[config.mk]
export PLATFORM = sky130hd
export DESIGN_NAME = te_frame_sched
export DESIGN_NICKNAME = d
export VERILOG_FILES = /design/src/rtl/te_frame_sched.sv
export SDC_FILE = /design/constraint.sdc
export NUM_CORES = 1
export LEC_CHECK = 0
export CORE_ASPECT_RATIO = 2
export CORE_UTILIZATION = 33
export CTS_CLUSTER_SIZE = 10
export DETAILED_ROUTE_END_ITERATION = 12
export GPL_ROUTABILITY_DRIVEN = 0
export PLACE_DENSITY = 0.52
export SLEW_MARGIN = 20
export SYNTH_ARGS = -nofsm -noshare
export SYNTH_HDL_FRONTEND = slang
export SYNTH_SLANG_ARGS = --single-unit
[constraint.sdc]
create_clock -name clk -period 3.6 [get_ports clk]
set_clock_uncertainty 0.05 [all_clocks]
set_input_delay 0.54 -clock clk [delete_from_list [all_inputs] [get_ports clk]]
set_output_delay 0.54 -clock clk [all_outputs]
set_load 0.01 [all_outputs]
[src/rtl/te_frame_sched.sv]
// Tearing-effect timebase with shadowed configuration and a req/ack/done frame scheduler.
// Optional external TE phase lock is compiled in when TE_EXT_SYNC_EN is defined.
module te_frame_sched #(
   parameter int unsigned CNT_W        = 23,
   parameter int unsigned DEF_PERIOD   = 1334333,
   parameter int unsigned DEF_TE_START = 100,
   parameter int unsigned DEF_TE_END   = 300
) (
   input  logic             clk,
   input  logic             rstn,
   input  logic             enable,
   input  logic [CNT_W-1:0] cfg_period,
   input  logic [CNT_W-1:0] cfg_te_start,
   input  logic [CNT_W-1:0] cfg_te_end,
   input  logic             cfg_load,
`ifdef TE_EXT_SYNC_EN
   input  logic             te_ext,
`endif
   output logic             te,
   output logic             frame_req,
   input  logic             frame_ack,
   input  logic             frame_done,
   output logic             busy,
   output logic [15:0]      frame_cnt,
   output logic [7:0]       overrun_cnt
);

   typedef enum logic [1:0] {
      ST_IDLE,
      ST_WAIT_TE,
      ST_REQ,
      ST_BUSY
   } state_t;

   state_t           r_state;
   state_t           w_next;

   logic [CNT_W-1:0] r_cnt;
   logic [CNT_W-1:0] r_per_act;
   logic [CNT_W-1:0] r_ts_act;
   logic [CNT_W-1:0] r_tend_act;
   logic [CNT_W-1:0] r_per_pend;
   logic [CNT_W-1:0] r_ts_pend;
   logic [CNT_W-1:0] r_tend_pend;
   logic             r_te;
   logic             r_req;
   logic             r_busy;
   logic [15:0]      r_frame_cnt;
   logic [7:0]       r_ovr_cnt;

   logic             w_wrap;
   logic             w_sync;
   logic             w_reload;
   logic             w_te_evt;
   logic             w_frame_inc;
   logic             w_ovr_inc;

   assign w_wrap   = enable && (r_cnt == r_per_act);
   assign w_te_evt = enable && (r_cnt == r_tend_act);
   assign w_reload = !enable || w_wrap || w_sync;

`ifdef TE_EXT_SYNC_EN
   logic r_ext_meta;
   logic r_ext_sync;
   logic r_ext_prev;

   // Two-flop synchronizer plus one delay stage for rising-edge detection.
   always_ff @(posedge clk or negedge rstn) begin
      if (!rstn) begin
         r_ext_meta <= 1'b0;
         r_ext_sync <= 1'b0;
         r_ext_prev <= 1'b0;
      end else begin
         r_ext_meta <= te_ext;
         r_ext_sync <= r_ext_meta;
         r_ext_prev <= r_ext_sync;
      end
   end

   assign w_sync = enable && r_ext_sync && !r_ext_prev;
`else
   assign w_sync = 1'b0;
`endif

   always_ff @(posedge clk or negedge rstn) begin
      if (!rstn) begin
         r_cnt <= '0;
      end else if (w_reload) begin
         r_cnt <= '0;
      end else begin
         r_cnt <= r_cnt + CNT_W'(1);
      end
   end

   // Active timing only changes at a frame boundary, so a frame never mixes old and new settings.
   always_ff @(posedge clk or negedge rstn) begin
      if (!rstn) begin
         r_per_act   <= CNT_W'(DEF_PERIOD);
         r_ts_act    <= CNT_W'(DEF_TE_START);
         r_tend_act  <= CNT_W'(DEF_TE_END);
         r_per_pend  <= CNT_W'(DEF_PERIOD);
         r_ts_pend   <= CNT_W'(DEF_TE_START);
         r_tend_pend <= CNT_W'(DEF_TE_END);
      end else begin
         if (w_reload) begin
            r_per_act  <= r_per_pend;
            r_ts_act   <= r_ts_pend;
            r_tend_act <= r_tend_pend;
         end
         if (cfg_load) begin
            r_per_pend  <= cfg_period;
            r_ts_pend   <= cfg_te_start;
            r_tend_pend <= cfg_te_end;
         end
      end
   end

   // Clear wins over set, so equal start and end points produce no pulse.
   always_ff @(posedge clk or negedge rstn) begin
      if (!rstn) begin
         r_te <= 1'b0;
      end else if (!enable || w_wrap || (r_cnt == r_tend_act)) begin
         r_te <= 1'b0;
      end else if (r_cnt == r_ts_act) begin
         r_te <= 1'b1;
      end
   end

   always_comb begin
      w_next      = r_state;
      w_frame_inc = 1'b0;
      w_ovr_inc   = 1'b0;
      case (r_state)
         ST_IDLE: begin
            if (enable) w_next = ST_WAIT_TE;
         end
         ST_WAIT_TE: begin
            if (!enable)       w_next = ST_IDLE;
            else if (w_te_evt) w_next = ST_REQ;
         end
         ST_REQ: begin
            w_ovr_inc = w_te_evt;
            if (!enable)        w_next = ST_IDLE;
            else if (frame_ack) w_next = ST_BUSY;
         end
         ST_BUSY: begin
            if (frame_done) begin
               w_frame_inc = 1'b1;
               if (!enable)       w_next = ST_IDLE;
               else if (w_te_evt) w_next = ST_REQ;
               else               w_next = ST_WAIT_TE;
            end else begin
               w_ovr_inc = w_te_evt;
            end
         end
         default: w_next = ST_IDLE;
      endcase
   end

   always_ff @(posedge clk or negedge rstn) begin
      if (!rstn) begin
         r_state     <= ST_IDLE;
         r_req       <= 1'b0;
         r_busy      <= 1'b0;
         r_frame_cnt <= '0;
         r_ovr_cnt   <= '0;
      end else begin
         r_state <= w_next;
         r_req   <= (w_next == ST_REQ);
         r_busy  <= (w_next == ST_REQ) || (w_next == ST_BUSY);
         if (w_frame_inc) r_frame_cnt <= r_frame_cnt + 16'd1;
         if (w_ovr_inc && (r_ovr_cnt != 8'hFF)) r_ovr_cnt <= r_ovr_cnt + 8'd1;
      end
   end

   assign te          = r_te;
   assign frame_req   = r_req;
   assign busy        = r_busy;
   assign frame_cnt   = r_frame_cnt;
   assign overrun_cnt = r_ovr_cnt;

endmodule

After elaboration in Yosys (flattened, before gate mapping):

Index checks and enable logic that the tools add are counted.

* bits in registers: 190
* input bits: 75
* output and inout bits: 27
* logic and storage cells: 50

* $add $sub $neg: 3
* eq/ne operators: 9
* mux-type cells: 16
* reductions and logical operators: 9

Operator list (number)
* == test 23 bit: 3
* adder 23 x 1 -> 23 bit, second input constant: 1
* two-way mux 23 bit: 1
* adder 16 x 1 -> 16 bit, second input constant: 1
* two-way mux 2 bit: 8
* adder 8 x 1 -> 8 bit, second input constant: 1
* == test 2 bit, second input constant: 4
* != test 8 bit, second input constant: 1
* one-hot mux 2 bit (4 select lines): 1
* two-way mux 1 bit: 5
* logical AND 1 bit: 3
* logical OR 1 bit: 3
* == test 2 x 1 -> 1 bit, second input constant: 1
* zero test 2 bit: 1
* one-hot mux 1 bit (2 select lines): 1
* nonzero test 2 bit: 1
* zero test 1 bit: 1

Depth between registers and ports, before layout:

* depth after elaboration: 8
* gate-level depth with buffers: 9
* mapped depth without buffers: 6

Least setup slack after synthesis:

OpenSTA, ideal clock, no wires.

* kind: register to register
* start point: reg r_cnt[8]
* end point: reg r_per_act[15]
* library setup time: 0.127 ns
* data arrival time: 1.837 ns
* data required time: 3.423 ns
* slack: 1.586 ns
* cell stages (with the launch flop): 9
* path buffers: 3
* period minus slack after synthesis: 2.014 ns
* cell sequence: dfrtp_1 > buf_2 > xor2_1 > nor4_1 > nand4_1 > o21ai_1 > buf_6 > buf_6 > mux2_1

* cells in the longest elaborated chain, start to end: 3

Ends and longest elaborated chain
* start: declaration: line 38 `logic [CNT_W-1:0] r_cnt;`
* start signal: assignment: line 91 `r_cnt <= r_cnt + CNT_W'(1);`
* == test 23 bit: line 58 `assign w_wrap = enable && (r_cnt == r_per_act);`
* logical AND 1 bit: line 58
* logical OR 1 bit: line 60 `assign w_reload = !enable || w_wrap || w_sync;`
* end signal: assignment: line 98 `r_per_act <= CNT_W'(DEF_PERIOD);`
* end signal: assignment: line 106 `r_per_act <= r_per_pend;`
* end: declaration: line 39 `logic [CNT_W-1:0] r_per_act;`

Every way passes these cells.
A chain may end at the register's enable or synchronous reset.

Worst setup path in the final report:

* start point: reg r_cnt[19]
* end point: reg r_ts_act[15]

* cells in the longest elaborated chain, start to end: 3

Ends and longest elaborated chain
* == test 23 bit: line 58
* logical AND 1 bit: line 58
* logical OR 1 bit: line 60
* end signal: assignment: line 99 `r_ts_act <= CNT_W'(DEF_TE_START);`
* end signal: assignment: line 107 `r_ts_act <= r_ts_pend;`
* end: declaration: line 40 `logic [CNT_W-1:0] r_ts_act;`

Every way passes these cells.

==> results.ini <==
[floorplan]
die_w_um = 114.6
die_h_um = 227.2
row_count = 82
io_pins = 102
core_um2 = 24930
initial_core_util = 0.3355
die_area_um2 = 26030

[cells_and_area]
antenna_cells = 0
layout_common_cells = dfrtp_1, clkdlybuf4s50_1, mux2_2, xor2_1, xnor2_1
n_fill_cell = 2351
layout-drive-gt1-share = 0.2479
stdcell_area_um2 = 10260
fin_nets = 795
final_common_cell = dfrtp_1
syn2layout_area_growth_pct = 22.66

[synthesis]
synthAdderAreaFrac = 0.004487
yosysTopAreaCell = dfrtp_1
yosys.area_share.simple = 0.08166
ys_top_cells_by_area = dfrtp_1, mux2_2, dfstp_2
synthCells = 627
synth_compound_area_frac = 0.007030
ys_types = 34
ys_seq_elements = 189
synth_xor_xnor_area_share = 0.1173
syn-num-nets = 705
seq_area_frac_synth = 0.5707
syn-cell-area_um2 = 8366
avgSynthCellArea_um2 = 13.34
synth_top_family_by_area = multiplexers
synthMuxAreaShare = 0.1885
yosys.area.top_type_share = 0.4577
ys_warn_count = 0

[placement]
post-dp-hpwl_mm = 14.14
post_dp_cell_area_um2 = 9677
io_buffers = 101

[pwr]
seqPwrFrac = 0.517
power.density_nw_per_um2 = 477.0
p_sw_frac = 0.2428
p_switching_uw = 1188
leakagePower_uw = 0.004254
combPwrFrac = 0.099
intPower_uw = 3706
irDropWorstVdd_uv = 290.9
clock_power_share = 0.384
total_power_uw = 4894

[global_routing]
grtUsageTotal = 0.1606
grt_pass1_wl_mm = 30.50
grt_pass1_vias = 5462
grt_overflow_total = 0
antenna_found_initial = 0
grt_max_degree = 94

[run_status]
status = complete, no violations

[route]
drtAntennaViolNets = 0
drt-pass1-iter-count = 4
avgViaCountPerCell = 4.697
drt-total-wl_mm = 19.40
routedWlPerCell_um = 18.20
drc = 0
vias = 5007
drt_iter0_drc = 243

[critical_path]
cp.required_ns = 3.88
start_kind = flop
endpoint_kind = flop
crit_path_max_fanout = 93
crit_type = flop to flop
worstPathArrival_ns = 2.69

[clocking]
cts.path.max_buffers = 2
cts_tree = yes
cts_root_buf = clkbuf_16
numCtsBuffers = 17
postCtsSetupBuffers = 0
clock-sinks = 189
ctsHoldBuffers = 0
cts_resized = 0
htreeDepth = 4
clk_latency_ns = 0.44
clk_pin_slew_ns = 0.07

[flow_run]
drv_cap = 0

[timing]
hold_viol_final = 0
maxSlewViolCount = 0
period_share = 0.6688
period_needed_ns = 2.408
tns_ns = 0
clock.fmax_mhz = 415.3
rsz0062_at_grt = false
finalSetupViolCount = 0
relSlewSlack = 0.4762
worst_slew_pin_slew_ns = 0.7857

[min_path]
hp-class = primary input to asynchronous set/reset pin

sequential cells by signal, indices dropped and copies added, names as in the netlist:
| name | count |
|---|---|
| frame_cnt | 16 |
| r_per_pend | 23 |
| r_ts_act | 23 |
| r_state | 1 |
| r_tend_act | 23 |
| frame_req | 1 |
| busy | 1 |
| overrun_cnt | 8 |
| r_ts_pend | 23 |
| r_tend_pend | 23 |
| r_per_act | 23 |
| te | 1 |
| r_cnt | 23 |
routing by layer:
metal | wire length, um | track usage
met2 | 11270 | 0.3103
met3 | 606 | 0.03142
met4 | 560 | 0.07164
met5 | 0 | 0
met1 | 6963 | 0.1630
final timing paths:
check / startpoint / endpoint / slack (ns) / cells after the start
setup / recovery: r_cnt[19] / r_ts_act[15] / 1.19 / 6
hold / removal: rstn / r_ts_pend[8] / 0.11 / 1
setup reg to reg: r_cnt[19] / r_ts_act[15] / 1.19 / 6
hold reg to reg: frame_cnt[15] / frame_cnt[15] / 0.44 / 1
max in group asynchronous: rstn / r_per_pend[14] / 2.48 / 2
min in group clk: frame_cnt[15] / frame_cnt[15] / 0.44 / 1
cell usage after synthesis (all sizes together):
cell and instances:
o21ai 3, nand2 18, buf 33, o2111a 1
dfstp 36, dfrtp 153, a31oi 1, a2bb2o 1
o32ai 1, nor4b 1, mux2 140, nor4 14
and4 5, nor2b 1, xor2 62, nor3 16
ha 3, inv 7, nand4 16, nor2 35
nor3b 1, o21a 1, nand3 14, and3 6
xnor2 50, and4bb 1, clkbuf 7
critical path, stage by stage, from the launching register on:
cell and delay [ns]:
dfrtp_1 0.52, xor2_1 0.22, nor4_1 0.26, nand4_1 0.19, o21ai_4 0.20, buf_12 0.40, mux2_2 0.39
kinds of logic (layout without fill, tap and decap cells):
group / after synthesis / in the layout
compound gates: 8 / 8
xor+xnor: 112 / 112
fa+ha+maj: 3 / 3
buf+inv: 47 / 150
flops: 189 / 189
mux: 140 / 140
simple gates: 128 / 128
final cells by class:
| cell class | count | area, um2 | area share |
|---|---|---|---|
| flip-flops and latches | 189 | 4775 | 0.4653 |
| multi-input cells | 391 | 3348 | 0.3263 |
| repair buffers | 111 | 1107 | 0.1079 |
| inverters | 7 | 26.28 | 0.002561 |
| clock inverters | 12 | 137.6 | 0.01341 |
| clock buffers | 20 | 446.7 | 0.04353 |
| well taps | 336 | 420.4 | 0.04097 |
through the flow:
step,worst slack (ns),utilization,hold slack [ns],cells
CTS,1.179,0.4116,0.1259,1066
detailed placement,0.9595,0.3881,0.4275,1034
global placement,0.9701,0.3881,0.4205,1034
finish,1.192,0.4116,0.1068,1066
global route,1.029,0.4116,0.1356,1066
floorplan,1.586,-,0.1944,627
power by group through the flow:
stage	clock, uW	sequential, uW	combinational, uW
final	1880	2530	487
after global placement	0	2570	481
after global routing	2020	2560	540
after floorplan	0	2490	321
after detailed placement	0	2580	495
after CTS	1940	2540	499
No activity file was read; power rests on OpenSTA's default activity.
